<file path="src/rtl/cut_bist_driver.sv">
// cut_bist_driver: LFSR-driven BIST harness for a combinational circuit-under-test with programmable settle time.
// Optional MISR response signature (sig_o) is built only when CUT_BIST_MISR_EN is defined.
module cut_bist_driver #(
    parameter int unsigned      IN_W       = 8,
    parameter int unsigned      OUT_W      = 8,
    parameter logic [IN_W-1:0]  SEED       = 8'h01,
    parameter logic [IN_W-1:0]  TAPS       = 8'hB8,
    parameter logic [OUT_W-1:0] MISR_TAPS  = 8'hB8,
    parameter int unsigned      SETTLE_CYC = 2,
    parameter int unsigned      NUM_VEC    = 255
) (
    input  logic             clk_i,
    input  logic             rst_i,
    input  logic             start_i,
    output logic [IN_W-1:0]  cut_in_o,
    input  logic [OUT_W-1:0] cut_out_i,
    output logic             busy_o,
    output logic             done_o,
    output logic [15:0]      vec_cnt_o,
    output logic [OUT_W-1:0] resp_o,
    output logic             resp_valid_o
`ifdef CUT_BIST_MISR_EN
    ,
    output logic [OUT_W-1:0] sig_o
`endif
);

    localparam logic [7:0]  SETTLE_LD = 8'(SETTLE_CYC);
    localparam logic [15:0] NUM_VEC_L = 16'(NUM_VEC);

    typedef enum logic [2:0] {
        ST_IDLE    = 3'd0,
        ST_APPLY   = 3'd1,
        ST_SETTLE  = 3'd2,
        ST_CAPTURE = 3'd3,
        ST_DONE    = 3'd4
    } state_t;

    function automatic logic [IN_W-1:0] lfsr_next(input logic [IN_W-1:0] v);
        return {v[IN_W-2:0], ^(v & TAPS)};
    endfunction

`ifdef CUT_BIST_MISR_EN
    function automatic logic [OUT_W-1:0] misr_next(input logic [OUT_W-1:0] s,
                                                   input logic [OUT_W-1:0] d);
        return {s[OUT_W-2:0], ^(s & MISR_TAPS)} ^ d;
    endfunction
`endif

    state_t            state_q, state_d;
    logic [IN_W-1:0]   lfsr_q, lfsr_d;
    logic [7:0]        cnt_q, cnt_d;
    logic [15:0]       vec_cnt_q, vec_cnt_d;
    logic [OUT_W-1:0]  resp_q, resp_d;
    logic              resp_valid_q, resp_valid_d;
    logic              busy_q, busy_d;
    logic              done_q, done_d;
    logic              start_acc_s;
`ifdef CUT_BIST_MISR_EN
    logic [OUT_W-1:0]  sig_q, sig_d;
`endif

    // Next-state and datapath decode for the apply/settle/capture sequencer
    always_comb begin
        state_d      = state_q;
        lfsr_d       = lfsr_q;
        cnt_d        = cnt_q;
        vec_cnt_d    = vec_cnt_q;
        resp_d       = resp_q;
        resp_valid_d = 1'b0;
        start_acc_s  = 1'b0;
`ifdef CUT_BIST_MISR_EN
        sig_d        = sig_q;
`endif
        case (state_q)
            ST_IDLE, ST_DONE: begin
                if (start_i) begin
                    start_acc_s = 1'b1;
                    lfsr_d      = SEED;
                    vec_cnt_d   = 16'd0;
`ifdef CUT_BIST_MISR_EN
                    sig_d       = {OUT_W{1'b0}};
`endif
                    if (NUM_VEC_L == 16'd0) begin
                        state_d = ST_DONE;
                    end else begin
                        state_d = ST_APPLY;
                    end
                end else begin
                    state_d = state_q;
                end
            end
            ST_APPLY: begin
                cnt_d = SETTLE_LD;
                if (SETTLE_LD == 8'd0) begin
                    state_d = ST_CAPTURE;
                end else begin
                    state_d = ST_SETTLE;
                end
            end
            ST_SETTLE: begin
                // Leave on the cycle the counter reaches zero, so SETTLE lasts SETTLE_CYC cycles
                cnt_d = cnt_q - 8'd1;
                if (cnt_q <= 8'd1) begin
                    state_d = ST_CAPTURE;
                end else begin
                    state_d = ST_SETTLE;
                end
            end
            ST_CAPTURE: begin
                resp_d       = cut_out_i;
                resp_valid_d = 1'b1;
                vec_cnt_d    = vec_cnt_q + 16'd1;
                lfsr_d       = lfsr_next(lfsr_q);
`ifdef CUT_BIST_MISR_EN
                sig_d        = misr_next(sig_q, cut_out_i);
`endif
                if ((vec_cnt_q + 16'd1) == NUM_VEC_L) begin
                    state_d = ST_DONE;
                end else begin
                    state_d = ST_APPLY;
                end
            end
            default: begin
                state_d = ST_IDLE;
            end
        endcase

        // Status flags follow the next state so they change on the same edge as the FSM
        busy_d = (state_d == ST_APPLY) || (state_d == ST_SETTLE) || (state_d == ST_CAPTURE);
        done_d = (state_d == ST_DONE) && !start_acc_s;
    end

    // State and output registers with synchronous reset
    always_ff @(posedge clk_i) begin
        if (rst_i) begin
            state_q      <= ST_IDLE;
            lfsr_q       <= SEED;
            cnt_q        <= 8'd0;
            vec_cnt_q    <= 16'd0;
            resp_q       <= {OUT_W{1'b0}};
            resp_valid_q <= 1'b0;
            busy_q       <= 1'b0;
            done_q       <= 1'b0;
`ifdef CUT_BIST_MISR_EN
            sig_q        <= {OUT_W{1'b0}};
`endif
        end else begin
            state_q      <= state_d;
            lfsr_q       <= lfsr_d;
            cnt_q        <= cnt_d;
            vec_cnt_q    <= vec_cnt_d;
            resp_q       <= resp_d;
            resp_valid_q <= resp_valid_d;
            busy_q       <= busy_d;
            done_q       <= done_d;
`ifdef CUT_BIST_MISR_EN
            sig_q        <= sig_d;
`endif
        end
    end

    assign cut_in_o     = lfsr_q;
    assign busy_o       = busy_q;
    assign done_o       = done_q;
    assign vec_cnt_o    = vec_cnt_q;
    assign resp_o       = resp_q;
    assign resp_valid_o = resp_valid_q;
`ifdef CUT_BIST_MISR_EN
    assign sig_o        = sig_q;
`endif

endmodule

</file>
<file path="config.mk">
export PLATFORM = sky130hd
export DESIGN_NAME = cut_bist_driver
export DESIGN_NICKNAME = d
export VERILOG_FILES = /design/src/rtl/cut_bist_driver.sv
export SDC_FILE = /design/constraint.sdc
export NUM_CORES = 1
export LEC_CHECK = 0
export ABC_AREA = 1
export BUFFER_PORTS_ARGS = -buffer_cell sky130_fd_sc_hd__buf_2
export CAP_MARGIN = 20
export CORE_ASPECT_RATIO = 0.75
export CORE_UTILIZATION = 49
export CTS_CLUSTER_SIZE = 30
export DETAILED_ROUTE_END_ITERATION = 8
export PLACE_DENSITY = 0.69
export SLEW_MARGIN = 10
export SYNTH_ARGS = -nofsm -noshare
export SYNTH_HDL_FRONTEND = slang
export SYNTH_SLANG_ARGS = --single-unit
</file>
<file path="constraint.sdc">
create_clock -name clk_i -period 5 [get_ports clk_i]
set_input_delay 0.5 -clock clk_i [delete_from_list [all_inputs] [get_ports clk_i]]
set_output_delay 0.5 -clock clk_i [all_outputs]
set_load 0.02 [all_outputs]
</file>
== After elaboration in Yosys (flattened, before gate mapping) ==
Index checks and enable logic that the tools add are counted.

* Equality and inequality tests: 10
* Reduce and logical (&&, ||, !) cells: 10
* Magnitude comparators: 1
* Add/sub/neg operators: 2
* Muxes and demuxes: 12

{| class="wikitable"
|+ Operators by type and width
! cell !! count
|-
| $pmux 16 s2 || 1
|-
| $pmux 8 s2 || 2
|-
| $add 16x1->16 const B || 1
|-
| $eq 16x8->1 const B || 1
|-
| $mux 16 || 1
|-
| $eq 3x2->1 const B || 4
|-
| $pmux 3 s4 || 1
|-
| $le 8x1->1 const B || 1
|-
| $mux 8 || 1
|-
| $reduce_xor 8->1 || 1
|-
| $sub 8x1->8 const B || 1
|-
| $eq 3x1->1 const B || 2
|-
| $eq 3x3->1 const B || 2
|-
| $mux 3 || 2
|-
| $mux 1 || 4
|-
| $reduce_bool 2->1 || 2
|-
| $logic_not 3->1 || 1
|-
| $logic_or 1x1->1 || 2
|-
| $ne 2x2->1 const B || 1
|-
| $reduce_and 2->1 || 1
|-
| $reduce_or 2->1 || 1
|-
| $logic_and 1x1->1 || 1
|-
| $logic_not 1->1 || 1
|}

* Register bits: 46
* Output and inout bits: 35
* Input bits: 11
* Word-level logic and storage cells: 43

== Longest topological paths before layout ==
* Word-level depth: 7
* Gate-level depth with buffers: 14
* Depth with buffers taken out: 14

== Worst setup path after synthesis ==
No wires, ideal clock.

* Kind: register to register
* Start: register vec_cnt_q[1] (netlist: vec_cnt_o[1])
* End: register done_q (netlist: done_o)
* Library setup time: 0.070 ns
* Buffers on the path: 0
* Arrival: 1.733 ns
* Cell stages (with the launch flop): 10
* Required time: 4.930 ns
* Period minus slack after synthesis: 1.803 ns
* Slack: 3.197 ns
* Path through: dfxtp_1 > ha_1 > nand2_1 > nor2_2 > nand2_1 > xnor2_1 > or2_0 > nor2_1 > nand4_1 > a21oi_1

* Cells in the longest elaborated chain, start to end: 6

{| class="wikitable"
|+ Ends and longest elaborated chain
! what !! line !! RTL
|-
| start: declaration || 53 || <nowiki>logic [15:0] vec_cnt_q, vec_cnt_d;</nowiki>
|-
| start signal: assignment || 152 || <nowiki>vec_cnt_q <= vec_cnt_d;</nowiki>
|-
| $add 16x1->16 || 118 || <nowiki>if ((vec_cnt_q + 16'd1) == NUM_VEC_L) begin</nowiki>
|-
| $eq 16x8->1 || 118 ||
|-
| $mux 3 || 118 ||
|-
| $pmux 3 s4 || 75 || <nowiki>case (state_q)</nowiki>
|-
| $eq 3x3->1 || 131 || <nowiki>done_d = (state_d == ST_DONE) && !start_acc_s;</nowiki>
|-
| $logic_and 1x1->1 || 131 ||
|-
| end signal: assignment || 156 || <nowiki>done_q <= done_d;</nowiki>
|-
| end: declaration || 57 || <nowiki>logic done_q, done_d;</nowiki>
|}

No other way between the ends.
A chain may end at the register's enable or synchronous reset.

== Worst setup path after layout ==
* Start: register state_q[0]
* End: register lfsr_q[7] (netlist: cut_in_o[7])

* Cells in the longest elaborated chain, start to end: 4
* Elaborated cells on any way between the ends: 8
* Those cells by class: eq/ne: 3; mux: 1; reduce/logical: 4

{| class="wikitable"
|+ Ends and longest elaborated chain
! what !! line !! RTL
|-
| start: declaration || 50 || <nowiki>state_t state_q, state_d;</nowiki>
|-
| start signal: assignment || 149 || <nowiki>state_q <= state_d;</nowiki>
|-
| $eq 3x3->1 / $logic_not 3->1 (equally long branches) || 75 ||
|-
| $reduce_or 2->1 || 75 ||
|-
| $ne 2x2->1 (no line) / $reduce_bool 2->1 (equally long branches) || n/a ||
|-
| $reduce_and 2->1 (no line) || n/a ||
|-
| end signal: assignment || 150 || <nowiki>lfsr_q <= lfsr_d;</nowiki>
|-
| end: declaration || 51 || <nowiki>logic [IN_W-1:0] lfsr_q, lfsr_d;</nowiki>
|}

Several ways; a longest one is shown, not always the timed one.

==> impl_metrics.py <==
metrics = {
    "outcome": {
        "status": "finished, final reports clean",
    },
    "placed_design": {
        "io_buffer_count": 45,
        "dp_hpwl_um": 3730,
        "numPlacedInstances": 432,
        "gp_congestion": 0.829,
    },
    "sta": {
        "tightest_slew_ns": 0.602,
        "hold_viol_final": 0,
        "slew_viol_final": 0,
        "fmax_mhz": 459,
        "fin_skew_ns": 0.00796,
        "slew_headroom_pct": 59.8,
        "setup_viol": 0,
        "finalCritPeriodShare_pct": 43.5,
        "fin_crit_ns": 2.18,
        "tns_ns": 0,
        "rsz0062_at_grt": "false",
    },
    "route": {
        "num_vias": 2253,
        "drt-total-wl_um": 5240,
        "drt_iter0_markers": 136,
        "wl_per_cell_um": 11.9,
        "vias_per_cell": 5.12,
        "firstDrtPassIters": 4,
        "drc_errors": 0,
        "drtAntennaViolNets": 0,
    },
    "logic_synthesis": {
        "ys_seq_elements": 46,
        "seq_area_frac_synth_pct": 40.4,
        "syn_area_mm2": 0.00228,
        "synth_nets": 353,
        "synth_edf_count": 0,
        "avgSynthCellArea_um2": 6.74,
        "synth_cell_types": 29,
        "synthCells": 338,
        "synthFlopType": "dfxtp_1",
        "synthArstFlopShare_pct": 0,
        "synth_largest_area_cell": "dfxtp_1",
        "synth_warnings": 0,
        "synth_area_leaders": "dfxtp_1, nand2_1, nor2_1",
        "yosysTopAreaCellShare_pct": 40.4,
    },
    "setup_path": {
        "worstPathMaxFanout": 25,
        "crit_path_frequent_cell": "nand2_1",
        "cp-start-kind": "flop",
        "crit_required_ns": 5.20,
        "path_class": "flop to flop",
        "cp-end-kind": "flop",
        "cp.arrival_ns": 2.37,
        "critical_path.cell_chain": "nand2_1 -> nor2_4 -> inv_1 -> nand2_1 -> inv_2 -> a32o_1",
        "slowest_stage": "nor2_4",
        "max_stage_delay_ns": 0.44,
    },
    "clocking": {
        "path_clk_slew_ns": 0.09,
        "numCtsBuffers": 5,
        "postCtsSetupRepairBufs": 0,
        "cts_tree": "yes",
        "htree_levels": 2,
        "clock-root-buffer": "clkbuf_8",
        "clockBufferDepth": 2,
        "clk_latency_ns": 0.30,
        "cts_resized": 0,
        "clkSinkCount": 46,
        "postCtsHoldBufs": 0,
    },
    "finish": {
        "syn2layout_area_growth_pct": 16.6,
        "most-common-layout-cells": "nand2_1, dfxtp_1, buf_2",
        "nFillCells": 442,
        "layout_commonest_cell": "nand2_1",
        "diodes": 0,
        "fin_nets": 397,
        "drive_above_1_share_pct": 17.2,
        "stdcell_count": 440,
        "fin_util_pct": 59.5,
    },
    "die": {
        "initial_utilization_pct": 51.0,
        "rows": 21,
        "core_area_mm2": 0.00447,
        "die-area_mm2": 0.00493,
        "io_pins": 46,
        "die_x_um": 80.8,
        "die_height_um": 61.1,
    },
    "pwr": {
        "power.leakage_nw": 1.19,
        "p_total_uw": 801,
        "p_per_area_mw_per_mm2": 301,
        "vdd_drop_max_v": 0.000170,
    },
    "min_path": {
        "hold_path_class": "input port to flop",
    },
    "global_routing": {
        "grt_pass1_wl_um": 8450,
        "grt_max_degree": 26,
        "antenna_found_initial": 0,
        "gr-total-overflow": 0,
        "first_global_vias": 1758,
        "grt.total_usage_pct": 22.4,
    },
    "flow_run": {
        "drv_cap": 0,
    },
}
[registers in the layout, indices dropped and copies added, names as in the netlist]
name,count
busy_o,1
cnt_q,8
cut_in_o,8
done_o,1
resp_o,8
resp_valid_o,1
state_q,3
vec_cnt_o,16
[cell usage after synthesis (2+ instances only)]
cell type	instances
a21oi_1	26
nand3b_1	2
xnor2_1	3
nand4_1	7
nand2_1	91
dfxtp_1	46
nor3_1	3
inv_1	36
nor2_4	2
clkbuf_1	7
o21ai_0	25
nor2_1	42
nor2_2	5
nand2_2	3
xor2_1	2
nand3_1	20
ha_1	4
a32o_1	2
o22ai_1	2
[through the flow]
stage | setup WS (ns) | instance area [um^2] | hold WS [ns]
2_1_floorplan | 3.20 | 2280 | 0.445
3_3_place_gp | 2.93 | 2540 | 0.456
3_5_place_dp | 2.86 | 2540 | 0.466
4_1_cts | 2.82 | 2660 | 0.424
5_1_grt | 2.58 | 2660 | 0.422
6_report | 2.82 | 2660 | 0.428
[where the power goes]
part / switching, mW / leakage [nW] / internal [mW]
clock: 0.132 / 0.0585 / 0.150
combinational: 0.0860 / 0.758 / 0.0357
sequential: 0.0127 / 0.373 / 0.384
[cell families after synthesis]
group	Yosys count	synth area share, %
DFF	46	40.4
xor gates and xnor gates	5	1.92
and+or+nand+nor	179	34.0
buffers and inverters	45	7.46
AOI/OAI and AO/OA	59	14.1
adders and majority gates	4	2.20
[critical path, delay by kind of cell, from the launching register on]
family	cells	cell delay, ns
and+or+nand+nor	3	0.86
buffers and inverters	2	0.58
DFF	1	0.37
AOI/OAI and AO/OA	1	0.26
[cell type report]
cell class	count	area, um^2	share of cell area [%]
Sequential cell	46	921	34.7
Timing Repair Buffer	45	225	8.47
Multi-Input combinational cell	247	1190	44.7
Tap cell	57	71.3	2.68
Inverter	37	139	5.23
Clock inverter	3	43.8	1.65
Clock buffer	5	68.8	2.59
[worst paths after layout]
path                         start                  endpoint  slack [ns]  cells after the start
max          state_q[0]$_SDFF_PP0_  cut_in_o[7]$_SDFFE_PP0P_        2.82                      6
min                   cut_out_i[7]    resp_o[7]$_SDFFE_PP0P_        0.43                      3
max reg2reg  state_q[0]$_SDFF_PP0_  cut_in_o[7]$_SDFFE_PP0P_        2.82                      6
min reg2reg  cnt_q[6]$_SDFFE_PP0P_     cnt_q[6]$_SDFFE_PP0P_        0.48                      2
[layer usage]
| metal | GRT usage (%) | wire length [um] | vias to the layer above |
|---|---|---|---|
| met5 | 0 | 0 | - |
| met1 | 35.7 | 2750 | 975 |
| met3 | 5.19 | 382 | 4 |
| met2 | 30.6 | 2090 | 88 |
| li1 | - | - | 1186 |
| met4 | 3.83 | 19 | 0 |
(Power assumes the default switching activity.)
